`config.mk`:
```
export PLATFORM = sky130hd
export DESIGN_NAME = alarm_reader_module
export DESIGN_NICKNAME = d
export VERILOG_FILES = /design/src/rtl/alarm_reader_module.sv
export SDC_FILE = /design/constraint.sdc
export NUM_CORES = 1
export LEC_CHECK = 0
export CAP_MARGIN = 5
export CORE_MARGIN = 3
export CORE_UTILIZATION = 36
export CTS_CLUSTER_DIAMETER = 40
export DETAILED_ROUTE_END_ITERATION = 6
export HOLD_SLACK_MARGIN = 0.1
export PLACE_DENSITY_LB_ADDON = 0.3
export REMOVE_ABC_BUFFERS = 1
export SYNTH_ARGS = -nofsm -noshare
export SYNTH_HDL_FRONTEND = slang
export SYNTH_SLANG_ARGS = --single-unit
```
`constraint.sdc`:
```
create_clock -name Clk -period 3.7 [get_ports Clk]
set_clock_uncertainty 0.2 [all_clocks]
set_input_delay 0.555 -clock Clk [delete_from_list [all_inputs] [get_ports Clk]]
set_output_delay 0.555 -clock Clk [all_outputs]
set_load 0.05 [all_outputs]
```
`src/rtl/alarm_reader_module.sv`:
```
// Alarm reader: picks today's stored alarm, rings on a minute match, times out
// after RING_MAX_MIN minutes, and optionally snoozes for SNOOZE_MIN minutes.
// Optional feature: define ALARM_SNOOZE_EN to build the SNOOZE state and Snz handling.
module alarm_reader_module #(
    parameter int unsigned SNOOZE_MIN   = 9,
    parameter int unsigned RING_MAX_MIN = 5
) (
    input  logic        Clk,
    input  logic        Clr,
    input  logic [12:0] Q_r0,
    input  logic [12:0] Q_r1,
    input  logic [12:0] Q_r2,
    input  logic [12:0] Q_r3,
    input  logic [12:0] Q_r4,
    input  logic [12:0] Q_r5,
    input  logic [12:0] Q_r6,
    input  logic [2:0]  Day,
    input  logic [4:0]  Hour,
    input  logic [5:0]  Minute,
    input  logic        Min_tick,
    input  logic        Ack,
    input  logic        Snz,
    output logic        Alarm,
    output logic        Snoozing,
    output logic [2:0]  Ring_day
);

    typedef enum logic [1:0] {StIdle, StRing, StSnooze} state_e;

    localparam logic [3:0] RingLoad   = 4'(RING_MAX_MIN);

    state_e      state_q, state_d;
    logic [3:0]  ring_cnt_q, ring_cnt_d;
    logic [2:0]  ring_day_q, ring_day_d;
    logic        alarm_q;
    logic [12:0] sel;
    logic        match;

    // Day mux; Day=7 selects an all-zero entry so it can never match.
    always_comb begin
        sel = 13'd0;
        case (Day)
            3'd0:    sel = Q_r0;
            3'd1:    sel = Q_r1;
            3'd2:    sel = Q_r2;
            3'd3:    sel = Q_r3;
            3'd4:    sel = Q_r4;
            3'd5:    sel = Q_r5;
            3'd6:    sel = Q_r6;
            default: sel = 13'd0;
        endcase
    end

    assign match = Min_tick & sel[12] & (sel[11:7] == Hour) & (sel[6:1] == Minute);

`ifdef ALARM_SNOOZE_EN
    localparam logic [3:0] SnoozeLoad = 4'(SNOOZE_MIN);

    logic [3:0] snz_cnt_q, snz_cnt_d;
    logic       snoozing_q;
`endif

    // Next-state, counter and ring-day logic.
    always_comb begin
        state_d    = state_q;
        ring_cnt_d = ring_cnt_q;
        ring_day_d = ring_day_q;
`ifdef ALARM_SNOOZE_EN
        snz_cnt_d  = snz_cnt_q;
`endif
        case (state_q)
            StIdle: begin
                if (match) begin
                    state_d    = StRing;
                    ring_cnt_d = RingLoad;
                    ring_day_d = Day;
                end
            end
            StRing: begin
                if (Ack) begin
                    state_d = StIdle;
`ifdef ALARM_SNOOZE_EN
                end else if (Snz) begin
                    state_d   = StSnooze;
                    snz_cnt_d = SnoozeLoad;
`endif
                end else if (Min_tick) begin
                    // Match while ringing is deliberately ignored: no reload.
                    if (ring_cnt_q <= 4'd1) begin
                        ring_cnt_d = 4'd0;
                        state_d    = StIdle;
                    end else begin
                        ring_cnt_d = ring_cnt_q - 4'd1;
                    end
                end
            end
`ifdef ALARM_SNOOZE_EN
            StSnooze: begin
                if (Ack) begin
                    state_d = StIdle;
                end else if (match) begin
                    // A fresh alarm cuts the snooze short and takes over Ring_day.
                    state_d    = StRing;
                    ring_cnt_d = RingLoad;
                    ring_day_d = Day;
                    snz_cnt_d  = 4'd0;
                end else if (Min_tick) begin
                    if (snz_cnt_q <= 4'd1) begin
                        snz_cnt_d  = 4'd0;
                        state_d    = StRing;
                        ring_cnt_d = RingLoad;
                    end else begin
                        snz_cnt_d = snz_cnt_q - 4'd1;
                    end
                end
            end
`endif
            default: state_d = StIdle;
        endcase
    end

    // State, counters and registered outputs.
    always_ff @(posedge Clk or posedge Clr) begin
        if (Clr) begin
            state_q    <= StIdle;
            ring_cnt_q <= 4'd0;
            ring_day_q <= 3'd0;
            alarm_q    <= 1'b0;
        end else begin
            state_q    <= state_d;
            ring_cnt_q <= ring_cnt_d;
            ring_day_q <= ring_day_d;
            alarm_q    <= (state_d == StRing);
        end
    end

`ifdef ALARM_SNOOZE_EN
    // Snooze counter and registered Snoozing flag.
    always_ff @(posedge Clk or posedge Clr) begin
        if (Clr) begin
            snz_cnt_q  <= 4'd0;
            snoozing_q <= 1'b0;
        end else begin
            snz_cnt_q  <= snz_cnt_d;
            snoozing_q <= (state_d == StSnooze);
        end
    end

    assign Snoozing = snoozing_q;

    logic unused_bits;
    assign unused_bits = ^{sel[0], Q_r0[0], Q_r1[0], Q_r2[0], Q_r3[0], Q_r4[0], Q_r5[0],
                           Q_r6[0]};
`else
    assign Snoozing = 1'b0;

    logic unused_bits;
    assign unused_bits = ^{Snz, sel[0], Q_r0[0], Q_r1[0], Q_r2[0], Q_r3[0], Q_r4[0], Q_r5[0],
                           Q_r6[0]};
`endif

    assign Alarm    = alarm_q;
    assign Ring_day = ring_day_q;

endmodule

```
# ---- Word-level counts from Yosys, hierarchy flattened
# Index checks and enable logic that the tools add are counted.
dict set report word_totals {
  reg_bits 10
  inputBits 110
  out_inout_bits 5
  wordCells 38
}
dict set report op_classes {
  add_sub_neg 1
  n_lt_le_gt_ge 1
  eq_ne 13
  mux 11
  bitwise 3
  n_reduce_logical 5
}
# op n
set op_table {}
lappend op_table {{one-hot mux 13 bit (7 select lines)} 1}
lappend op_table {{two-way mux 4 bit} 4}
lappend op_table {{== test 3 bit (second input constant)} 3}
lappend op_table {{two-way mux 2 bit} 4}
lappend op_table {{one-hot mux 4 bit (2 select lines)} 1}
lappend op_table {{== test 3 x 2 -> 1 bit (second input constant)} 2}
lappend op_table {{== test 6 bit} 1}
lappend op_table {{inequality test 2 bit (second input constant)} 3}
lappend op_table {{== test 5 bit} 1}
lappend op_table {{== test 2 x 1 -> 1 bit (second input constant)} 2}
lappend op_table {{less-or-equal comparator 4 x 1 -> 1 bit (second input constant)} 1}
lappend op_table {{one-hot mux 2 bit (2 select lines)} 1}
lappend op_table {{AND reduction 4 bit} 1}
lappend op_table {{subtractor 4 x 1 -> 4 bit (second input constant)} 1}
lappend op_table {{AND 1 bit} 3}
lappend op_table {{== test 3 x 1 -> 1 bit (second input constant)} 1}
lappend op_table {{zero test 3 bit} 1}
lappend op_table {{zero test 2 bit} 1}
lappend op_table {{AND reduction 2 bit} 1}
lappend op_table {{nonzero test 2 bit} 1}

# ---- Longest topological paths before layout
# Gate-level depths: netlist of the first run.
dict set report logic_depth {
  depth_word 8
  ltp_mapped 12
  ltp_nobuf 8
}

# ---- Least setup slack after synthesis of the first run
# OpenSTA, ideal clock, no wires.
dict set report synth_path {
  path_kind {input-to-reg}
  startpoint {input port Day[2]}
  endpoint {register ring_day_q[0], in the netlist Ring_day[0]}
  setup_ps 125
  arrival_ps 2367
  required_ps 3375
  slack_ps 1008
  path_stages 10
  n_path_buf 3
  path_cell_list {buf_2 -> buf_4 -> mux2_2 -> a22oi_1 -> o22ai_1 -> a31oi_1 -> xor2_1 -> and4_1 -> buf_6 -> mux2_4}
}
dict set report synth_via {
  elab_chain_cells 6
  word_cells_on_any_way 14
  classes_between {eq/ne (8); mux (1); bitwise (3); reduce/logical (2)}
}
# element line
set synth_lines {}
lappend synth_lines {{start, declared} 17} ;# input logic [2:0] Day,
lappend synth_lines {{== test 3 bit, or another cell as far along} 42} ;# case (Day)
lappend synth_lines {{one-hot mux 13 bit (7 select lines) *} 42}
lappend synth_lines {{== test 5 bit / AND 1 bit (equally long branches)} 54} ;# assign match = Min_tick & sel[12] & (sel[11:7] == Hour) & (sel[6:1] == Minute);
lappend synth_lines {{AND 1 bit} 54}
lappend synth_lines {{AND 1 bit *} 54}
lappend synth_lines {{AND reduction 2 bit (no source line) *} --}
lappend synth_lines {{end signal, assigned} 132} ;# ring_day_q <= ring_day_d;
lappend synth_lines {{end, declared} 34} ;# logic [2:0] ring_day_q, ring_day_d;
# Every way passes the cells marked *; elsewhere a longest branch is shown, timed or not.
# A chain may end at the register's enable or synchronous reset.

# ---- Final worst setup path of the first run
dict set report layout_path {
  startpoint {input port Day[2]}
  endpoint {register ring_cnt_q[3]}
}
dict set report layout_via {
  elab_chain_cells 7
  word_cells_on_any_way 15
  classes_between {eq/ne (9); mux (1); bitwise (3); reduce/logical (2)}
}
# element line
set layout_lines {}
lappend layout_lines {{== test 3 bit, or another cell as far along} 42}
lappend layout_lines {{one-hot mux 13 bit (7 select lines) *} 42}
lappend layout_lines {{== test 5 bit / AND 1 bit (equally long branches)} 54}
lappend layout_lines {{AND 1 bit} 54}
lappend layout_lines {{AND 1 bit *} 54}
lappend layout_lines {{inequality test 2 bit (no source line) *} --}
lappend layout_lines {{AND reduction 4 bit (no source line) *} --}
lappend layout_lines {{end signal, assigned} 131} ;# ring_cnt_q <= ring_cnt_d;
lappend layout_lines {{end, declared} 33} ;# logic [3:0] ring_cnt_q, ring_cnt_d;
# Marks and branches as above.

==> flow_metrics.tcl, run 1 <==
set metrics [dict create \
    outcome "finished, final reports clean" \
    io_buffer_count 105 \
    ioPinCount 115 \
    critPathMaxStageDelay_ns 0.52 \
    period_share_pct 93.1 \
    maxCapViolCount 0 \
    clkTransAtPathRegs_ns 0.05 \
    syn2layout_area_growth_pct 78.7 \
    grt_setup_unrepaired "no" \
    cpMaxStageDelayCell "and4_1" \
    synthDistinctLibCells 41 \
    cts_tree "done" \
    grt_max_degree 37 \
    slew_violations 0 \
    synthCells 157 \
    muxShareOfSynthArea_pct 30.3 \
    grt_pass1_vias 1586 \
    cts_resized 0 \
    track_usage_pct 18.7 \
    synthSimpleGateAreaFrac_pct 20.3 \
    avgViaCountPerCell 5.19 \
    max_slew_margin_pct 64.7 \
    die_area_sq_um 4820 \
    reg2reg_from "state_q[0]" \
    clock_path_buffers 2 \
    tightestPinTransition_ns 0.530 \
    synth-compound-area-share_pct 15.8 \
    cts_made_buffers 3 \
    clk_latency_ns 0.24 \
    whs_path_depth 1 \
    synth_seq_cells 10 \
    power.leakage_nw 1.04 \
    antenna_found_initial 0 \
    hold_path_class "reg2reg" \
    syn_area_sq_um 1450 \
    clock-sinks 10 \
    cp_data_arrival_time_ns 3.37 \
    die_y_um 69.4 \
    hpwl_mm 3.98 \
    drive_above_1_share_pct 11.5 \
    powerDensity_nw_per_um2 188 \
    tns_ns 0 \
    synth-adder-area-share_pct 1.73 \
    critPathKind "in2reg" \
    drt-total-wl_mm 4.63 \
    start_kind "input pin" \
    period_needed_ns 3.44 \
    routedWlPerCell_um 15.0 \
    drt_iter0_markers 92 \
    reg2regPathDepth 6 \
    num_vias 1598 \
    cp.depth 10 \
    synthFlopType "dfrtp_1" \
    ys_seq_area_share_pct 17.3 \
    synth_warnings 0 \
    h-tree-depth 1 \
    peakVddDrop_mv 0.0923 \
    nets 373 \
    clock-root-buffer "clkbuf_8" \
    mostFrequentLayoutCell "clkdlybuf4s50_1" \
    path_buf_inv 2 \
    layout_common_cells "clkdlybuf4s50_1, mux2i_1, dfrtp_1" \
    grt_pass1_wl_mm 7.35 \
    critPathLaunch "Day[2]" \
    core_area_sq_um 3770 \
    dr.pass1.iters 4 \
    hold_start "Ring_day[0]" \
    diodes 0 \
    drc 0 \
    setup_viol 0 \
    initial_core_util_pct 38.4 \
    synth-xor-area-share_pct 6.66 \
    power_uw 487 \
    critical_path.top_delay_family "simple AND/OR/NAND/NOR gates" \
    final_hold_viol_count 0 \
    fp.dieW_um 69.4 \
    worstPathMaxFanout 36 \
    cts_hold_buf 0 \
    crit_path_end_kind "flip-flop" \
    gp_congestion 0.753 \
    syn_avg_cell_area_sq_um 9.22 \
    std_cell_rows 22 \
    async_reset_ff_share_pct 100 \
    max_freq_ghz 0.290 \
    worstPathRequired_ns 3.63 \
    synth_edf_count 0 \
    crit_chain "clkdlybuf4s50_1 > buf_12 > nor2b_1 > a22oi_1 > nand3_1 > xnor2_1 > nor4_1 > and4_1 > o21bai_1 > o41ai_2" \
    synth_top_family_by_area "multiplexers" \
    overflow 0 \
    antenna_left 0 \
    cts_setup_buffers 0 \
]
[stage by stage]
stage | std cells | hold slack, ns | setup slack (ns) | cell area, sq um | utilization, %
6_report | 308 | 0.326 | 0.256 | 2590 | 68.6
3_3_place_gp | 304 | 0.310 | 0.178 | 2530 | 67.2
2_1_floorplan | 145 | 0.195 | 1.14 | 1360 | -
5_1_grt | 308 | 0.353 | 0.0463 | 2590 | 68.6
3_5_place_dp | 304 | 0.315 | 0.108 | 2530 | 67.2
4_1_cts | 308 | 0.328 | 0.309 | 2590 | 68.6
[cells in the mapped netlist (all sizes together) (2+ instances only)]
library cell  count  area share, %
o21ai             6            2.1
a22oi             6            3.1
or2               2           0.86
ha                2            1.7
o31ai             2            1.4
xnor2             8            4.8
xor2              3            1.8
inv               4            1.0
buf              13            6.6
o21a              3            1.6
nand3             9            3.1
and4b             2            1.4
a211oi            3            1.6
nand3b            7            3.6
a31oi             4            1.7
nor4              3            1.7
nand2b            4            1.7
dfrtp            10             17
nor2              4            1.0
nor2b             5            2.2
a21oi             2           0.69
o22ai             2           0.86
mux2i            21             15
mux4              5            7.8
mux2              9            8.0
nor3              3            1.0
nand2             7            1.8
[worst register-to-register path: cells and delay by family (launching register included)]
family / cells / cell delay [ns]
AO/OA/AOI/OAI: 2 / 0.47
flip-flops: 1 / 0.39
AND/OR/NAND/NOR: 4 / 0.88
[layout make-up]
type	count	area (sq um)
fill	295	1180
timing repair buffer	111	1120
multi-input combinational	131	1090
sequential	10	250
tap	48	60.1
clock buffer	4	55.1
inverter	4	15.0
[worst paths after layout]
| kind | slack [ns] | to |
|---|---|---|
| min reg2reg | 0.33 | Ring_day[0] |
| min in group asynchronous | 0.40 | ring_cnt_q[3] |
| max in group asynchronous | 2.63 | state_q[0] |
| max reg2reg | 1.65 | ring_cnt_q[3] |
| max | 0.26 | ring_cnt_q[3] |
| min | 0.33 | Ring_day[0] |
[power by group]
group          total, mW  internal, mW  switching, mW
Clock              0.137        0.0936         0.0436
Combinational      0.236         0.157         0.0791
Sequential         0.114         0.112        0.00214
Total              0.487         0.362          0.125
[sequential cells by signal (all words and copies together) (netlist names)]
signal and count:
ring_cnt_q 4, state_q 2, Alarm 1, Ring_day 3
[cell families after synthesis]
logic type,count (synthesis)
compound gates,32
xor+xnor,11
fa+ha+maj,2
buf+inv,17
flops,10
mux,35
other cells,1
simple gates,49
[metal layers]
metal  part of all wire (%)  GRT usage (%)  vias up
met5                      0              0        -
met4                   0.93           4.56        0
met3                     10           6.81        5
met2                     52           33.7       75
met1                     37           20.8      721
li1                       -              -      797
No activity file was read; power rests on OpenSTA's default activity.
==> run 2: changes to the inputs <==
Settings changed: CORE_UTILIZATION 36 to 34.
Clock period 3.7 ns to 3.2 ns, I/O delays scaled along.
==> flow_metrics.tcl, run 2 (synthesized netlist as in run 1, its figures left out) <==
set metrics [dict create \
    outcome "finished, final reports clean" \
    grt_setup_unrepaired "no" \
    num-fill-cells 336 \
    grt_max_degree 25 \
    setup_viol 0 \
    clock_path_buffers 2 \
    ioPinCount 115 \
    worstPathRequired_ns 3.12 \
    fp.dieW_um 71.3 \
    powerDensity_nw_per_um2 203 \
    peakVddDrop_mv 0.0941 \
    post-route-worst-setup-slack_ns 0.286 \
    track_usage_pct 17.3 \
    max_freq_ghz 0.343 \
    dpl_worst_slack_ns 0.0305 \
    drt-total-wl_mm 4.43 \
    avgViaCountPerCell 5.09 \
    final_hold_viol_count 0 \
    die_y_um 71.3 \
    cts_made_buffers 3 \
    layout_common_cells "clkdlybuf4s50_1, mux2i_1, buf_4" \
    cts_setup_buffers 0 \
    grt_pass1_wl_mm 7.07 \
    gp_congestion 0.817 \
    cp_data_arrival_time_ns 2.83 \
    crit_path_end_kind "flip-flop" \
    maxCapViolCount 0 \
    hold_path_class "reg2reg" \
    overflow 0 \
    drive_above_1_share_pct 13.5 \
    tns_ns 0 \
    nets 380 \
    cts_resized 0 \
    cts_tree "done" \
    routedWlPerCell_um 14.0 \
    power.leakage_nw 1.07 \
    drc 0 \
    core_area_sq_um 4060 \
    post-route-util_pct 64.8 \
    power_uw 534 \
    antenna_left 0 \
    die_area_sq_um 5080 \
    tightestPinTransition_ns 0.516 \
    initial_core_util_pct 35.7 \
    cts_hold_buf 0 \
    std_cell_rows 23 \
    io_buffer_count 105 \
    clock-root-buffer "clkbuf_8" \
    start_kind "input pin" \
    slew_violations 0 \
    worstPathMaxFanout 24 \
    antenna_found_initial 0 \
    period_share_pct 91.1 \
    drt_iter0_markers 56 \
    hpwl_mm 3.90 \
    clkTransAtPathRegs_ns 0.04 \
    period_needed_ns 2.91 \
    regMostFlops "ring_cnt_q" \
    clock-sinks 10 \
    largest_reg_flops 4 \
    grt_pass1_vias 1672 \
    critPathKind "in2reg" \
    mostFrequentLayoutCell "clkdlybuf4s50_1" \
    diodes 0 \
    dr.pass1.iters 4 \
    max_slew_margin_pct 65.5 \
    syn2layout_area_growth_pct 81.6 \
    h-tree-depth 1 \
    clk_latency_ns 0.23 \
    num_vias 1609 \
]
[run 2: critical path, stage by stage]
cell and delay (ns):
clkdlybuf4s50_1 0.50, buf_12 0.17, nor2b_1 0.29, a22oi_1 0.16, nand3_1 0.12, xnor2_1 0.07, nor4_1 0.33, and4_1 0.23
buf_4 0.17, mux2_4 0.31
[run 2: layout make-up]
cell class              instances  area [sq um]  share of cell area [%]
inverters                       4          15.0                   0.571
repair buffers                118          1170                    44.5
flip-flops and latches         10           250                    9.52
multi-input cells             131          1090                    41.5
clock buffers                   3          41.3                    1.57
well taps                      50          62.6                    2.38
[run 2: metal layers]
| layer | up-vias | part of all wire, % | global-route usage (%) |
|---|---|---|---|
| met2 | 68 | 51 | 31.0 |
| met4 | 0 | 2.1 | 6.89 |
| met3 | 8 | 9.3 | 5.19 |
| met1 | 722 | 38 | 18.9 |
| met5 | - | 0 | 0 |
| li1 | 811 | - | - |
[run 2: power by group]
part	internal [mW]	total, mW	switching [mW]
Clock	0.0819	0.126	0.0443
Sequential	0.130	0.132	0.00238
Combinational	0.185	0.275	0.0904
Total	0.397	0.534	0.137
[run 2: stage by stage]
| stage | cell area (sq um) | cells | hold slack [ns] |
|---|---|---|---|
| final | 2630 | 316 | 0.311 |
| after CTS | 2630 | 316 | 0.317 |
| after global placement | 2590 | 313 | 0.299 |
| after floorplan | 1360 | 145 | 0.120 |
| after detailed placement | 2590 | 313 | 0.296 |
| after global routing | 2630 | 316 | 0.351 |
[run 2: path summary, 6_finish.rpt]
path / start / to / slack (ns) / cells past startpoint
setup / recovery: Day[2] / Ring_day[1] / 0.29 / 10
hold / removal: Ring_day[2] / Ring_day[2] / 0.31 / 1
setup reg to reg: ring_cnt_q[0] / state_q[0] / 1.37 / 6
hold reg to reg: Ring_day[2] / Ring_day[2] / 0.31 / 1
max in group asynchronous: Clr / Alarm / 2.20 / 2
min in group asynchronous: Clr / ring_cnt_q[0] / 0.33 / 2
==> run 3: changes to the inputs <==
Settings changed: CORE_MARGIN 3 to 2, SLEW_MARGIN set to 20.
==> flow_metrics.tcl, run 3 (synthesized netlist as in run 1, its figures left out) <==
set metrics [dict create \
    gp_congestion 0.844 \
    num-fill-cells 347 \
    max_slew_margin_pct 66.0 \
    critPathMaxStageDelay_ns 0.48 \
    max_freq_ghz 0.338 \
    cp.depth 11 \
    clock-root-buffer "clkbuf_8" \
    maxCapViolCount 0 \
    powerDensity_nw_per_um2 215 \
    overflow 0 \
    cts_resized 0 \
    tns_ns 0 \
    r2r_setup_slack_ns 1.37 \
    slew_violations 0 \
    switchingPower_uw 146 \
    hold_path_class "in2async" \
    start_kind "input pin" \
    setup_viol 0 \
    cp_data_arrival_time_ns 2.90 \
    p_sw_share_pct 25.6 \
    die_y_um 69.3 \
    outcome "finished, final reports clean" \
    clock_path_buffers 2 \
    diodes 0 \
    ioPinCount 115 \
    clkTransAtPathRegs_ns 0.05 \
    grt_max_degree 20 \
    drt-total-wl_mm 4.28 \
    power_frac_seq_pct 23.1 \
    largest_reg_flops 4 \
    io_buffer_count 105 \
    num_vias 1603 \
    grt_pass1_wl_mm 7.37 \
    drt_iter0_markers 63 \
    reg2regPathDepth 6 \
    period_share_pct 92.5 \
    cts_made_buffers 3 \
    worstPathRequired_ns 3.14 \
    place_area_sq_um 2600 \
    syn2layout_area_growth_pct 83.6 \
    cpMostUsedCell "buf_4" \
    clkPwrFrac_pct 28.4 \
    initial_core_util_pct 35.7 \
    drc 0 \
    std_cell_rows 23 \
    cts_setup_buffers 0 \
    mostFrequentLayoutCell "clkdlybuf4s50_1" \
    period_needed_ns 2.96 \
    h-tree-depth 1 \
    tightestPinTransition_ns 0.508 \
    critPathKind "in2reg" \
    layout_common_cells "clkdlybuf4s50_1, mux2i_1, buf_4" \
    power.leakage_nw 1.09 \
    fp.dieW_um 69.3 \
    clock-sinks 10 \
    p_int_uw 424 \
    nets 382 \
    antenna_left 0 \
    track_usage_pct 18.6 \
    p_comb_share_pct 48.4 \
    drive_above_1_share_pct 14.5 \
    grt_setup_unrepaired "no" \
    cpMaxStageDelayCell "clkdlybuf4s50_1" \
    crit_chain "clkdlybuf4s50_1 > buf_4 > mux2_2 > nand2_1 > o221ai_1 > xor2_1 > nor4_2 > and4_1 > buf_4 > o21bai_1 > o41ai_2" \
    path_buf_inv 3 \
    antenna_found_initial 0 \
    avgViaCountPerCell 5.03 \
    worstPathMaxFanout 12 \
    regMostFlops "ring_cnt_q" \
    dr.pass1.iters 4 \
    routedWlPerCell_um 13.4 \
    grt_pass1_vias 1710 \
    final_area_sq_um 2660 \
    die_area_sq_um 4800 \
    critical_path.top_delay_family "buffers and inverters" \
    peakVddDrop_mv 0.102 \
    hpwl_mm 3.81 \
    cts_tree "done" \
    crit_path_end_kind "flip-flop" \
    core_area_sq_um 4060 \
    cts_hold_buf 0 \
    final_hold_viol_count 0 \
    clk_latency_ns 0.24 \
]
run 3: cell count changes in the layout (fill, tap and decap cells not counted), sizes merged:
cell    previous run  this run
buf               14        16
clkbuf             3         4
run 3: cell type report:
| cell class | instances | area, sq um | share of cell area, % |
|---|---|---|---|
| timing repair buffer | 120 | 1180 | 44.5 |
| multi-input combinational | 131 | 1090 | 41.1 |
| sequential | 10 | 250 | 9.42 |
| tap | 50 | 62.6 | 2.35 |
| clock buffer | 4 | 55.1 | 2.07 |
| inverter | 4 | 15.0 | 0.565 |
run 3: final timing paths:
path | end | startpoint
min in group Clk | Ring_day[1] | Ring_day[1]
worst max register to register | state_q[0] | ring_cnt_q[0]
worst min-delay path | ring_cnt_q[1] | Clr
worst max-delay path | ring_cnt_q[3] | Day[2]
max in group asynchronous | Ring_day[2] | Clr
worst min register to register | Ring_day[1] | Ring_day[1]
run 3: metrics by stage:
step	worst slack [ns]	instances	util, %	hold WS, ns	power (mW)
after floorplan	0.711	145	-	0.120	0.238
after global placement	0.0134	315	64.1	0.300	0.409
after detailed placement	-0.0244	315	64.1	0.300	0.413
after CTS	0.225	319	65.5	0.322	0.575
after global routing	0.136	319	65.5	0.335	0.607
final	0.239	319	65.5	0.311	0.571
run 3: power groups by stage:
stage	Clock [mW]	Sequential [mW]	Combinational (mW)
floorplan	0	0.134	0.104
global placement	0	0.134	0.275
detailed placement	0	0.134	0.279
CTS	0.164	0.132	0.279
global route	0.173	0.132	0.302
finish	0.162	0.132	0.276
run 3: per-layer routing:
metal  wire, um  up-vias  track usage [%]  part of all wire, %
li1           -      811                -                    -
met1       1650      723             20.7                   39
met2       2250       63             34.8                   53
met3        310        6             4.22                  7.2
met4         65        0             5.23                  1.5
met5          0        -                0                    0
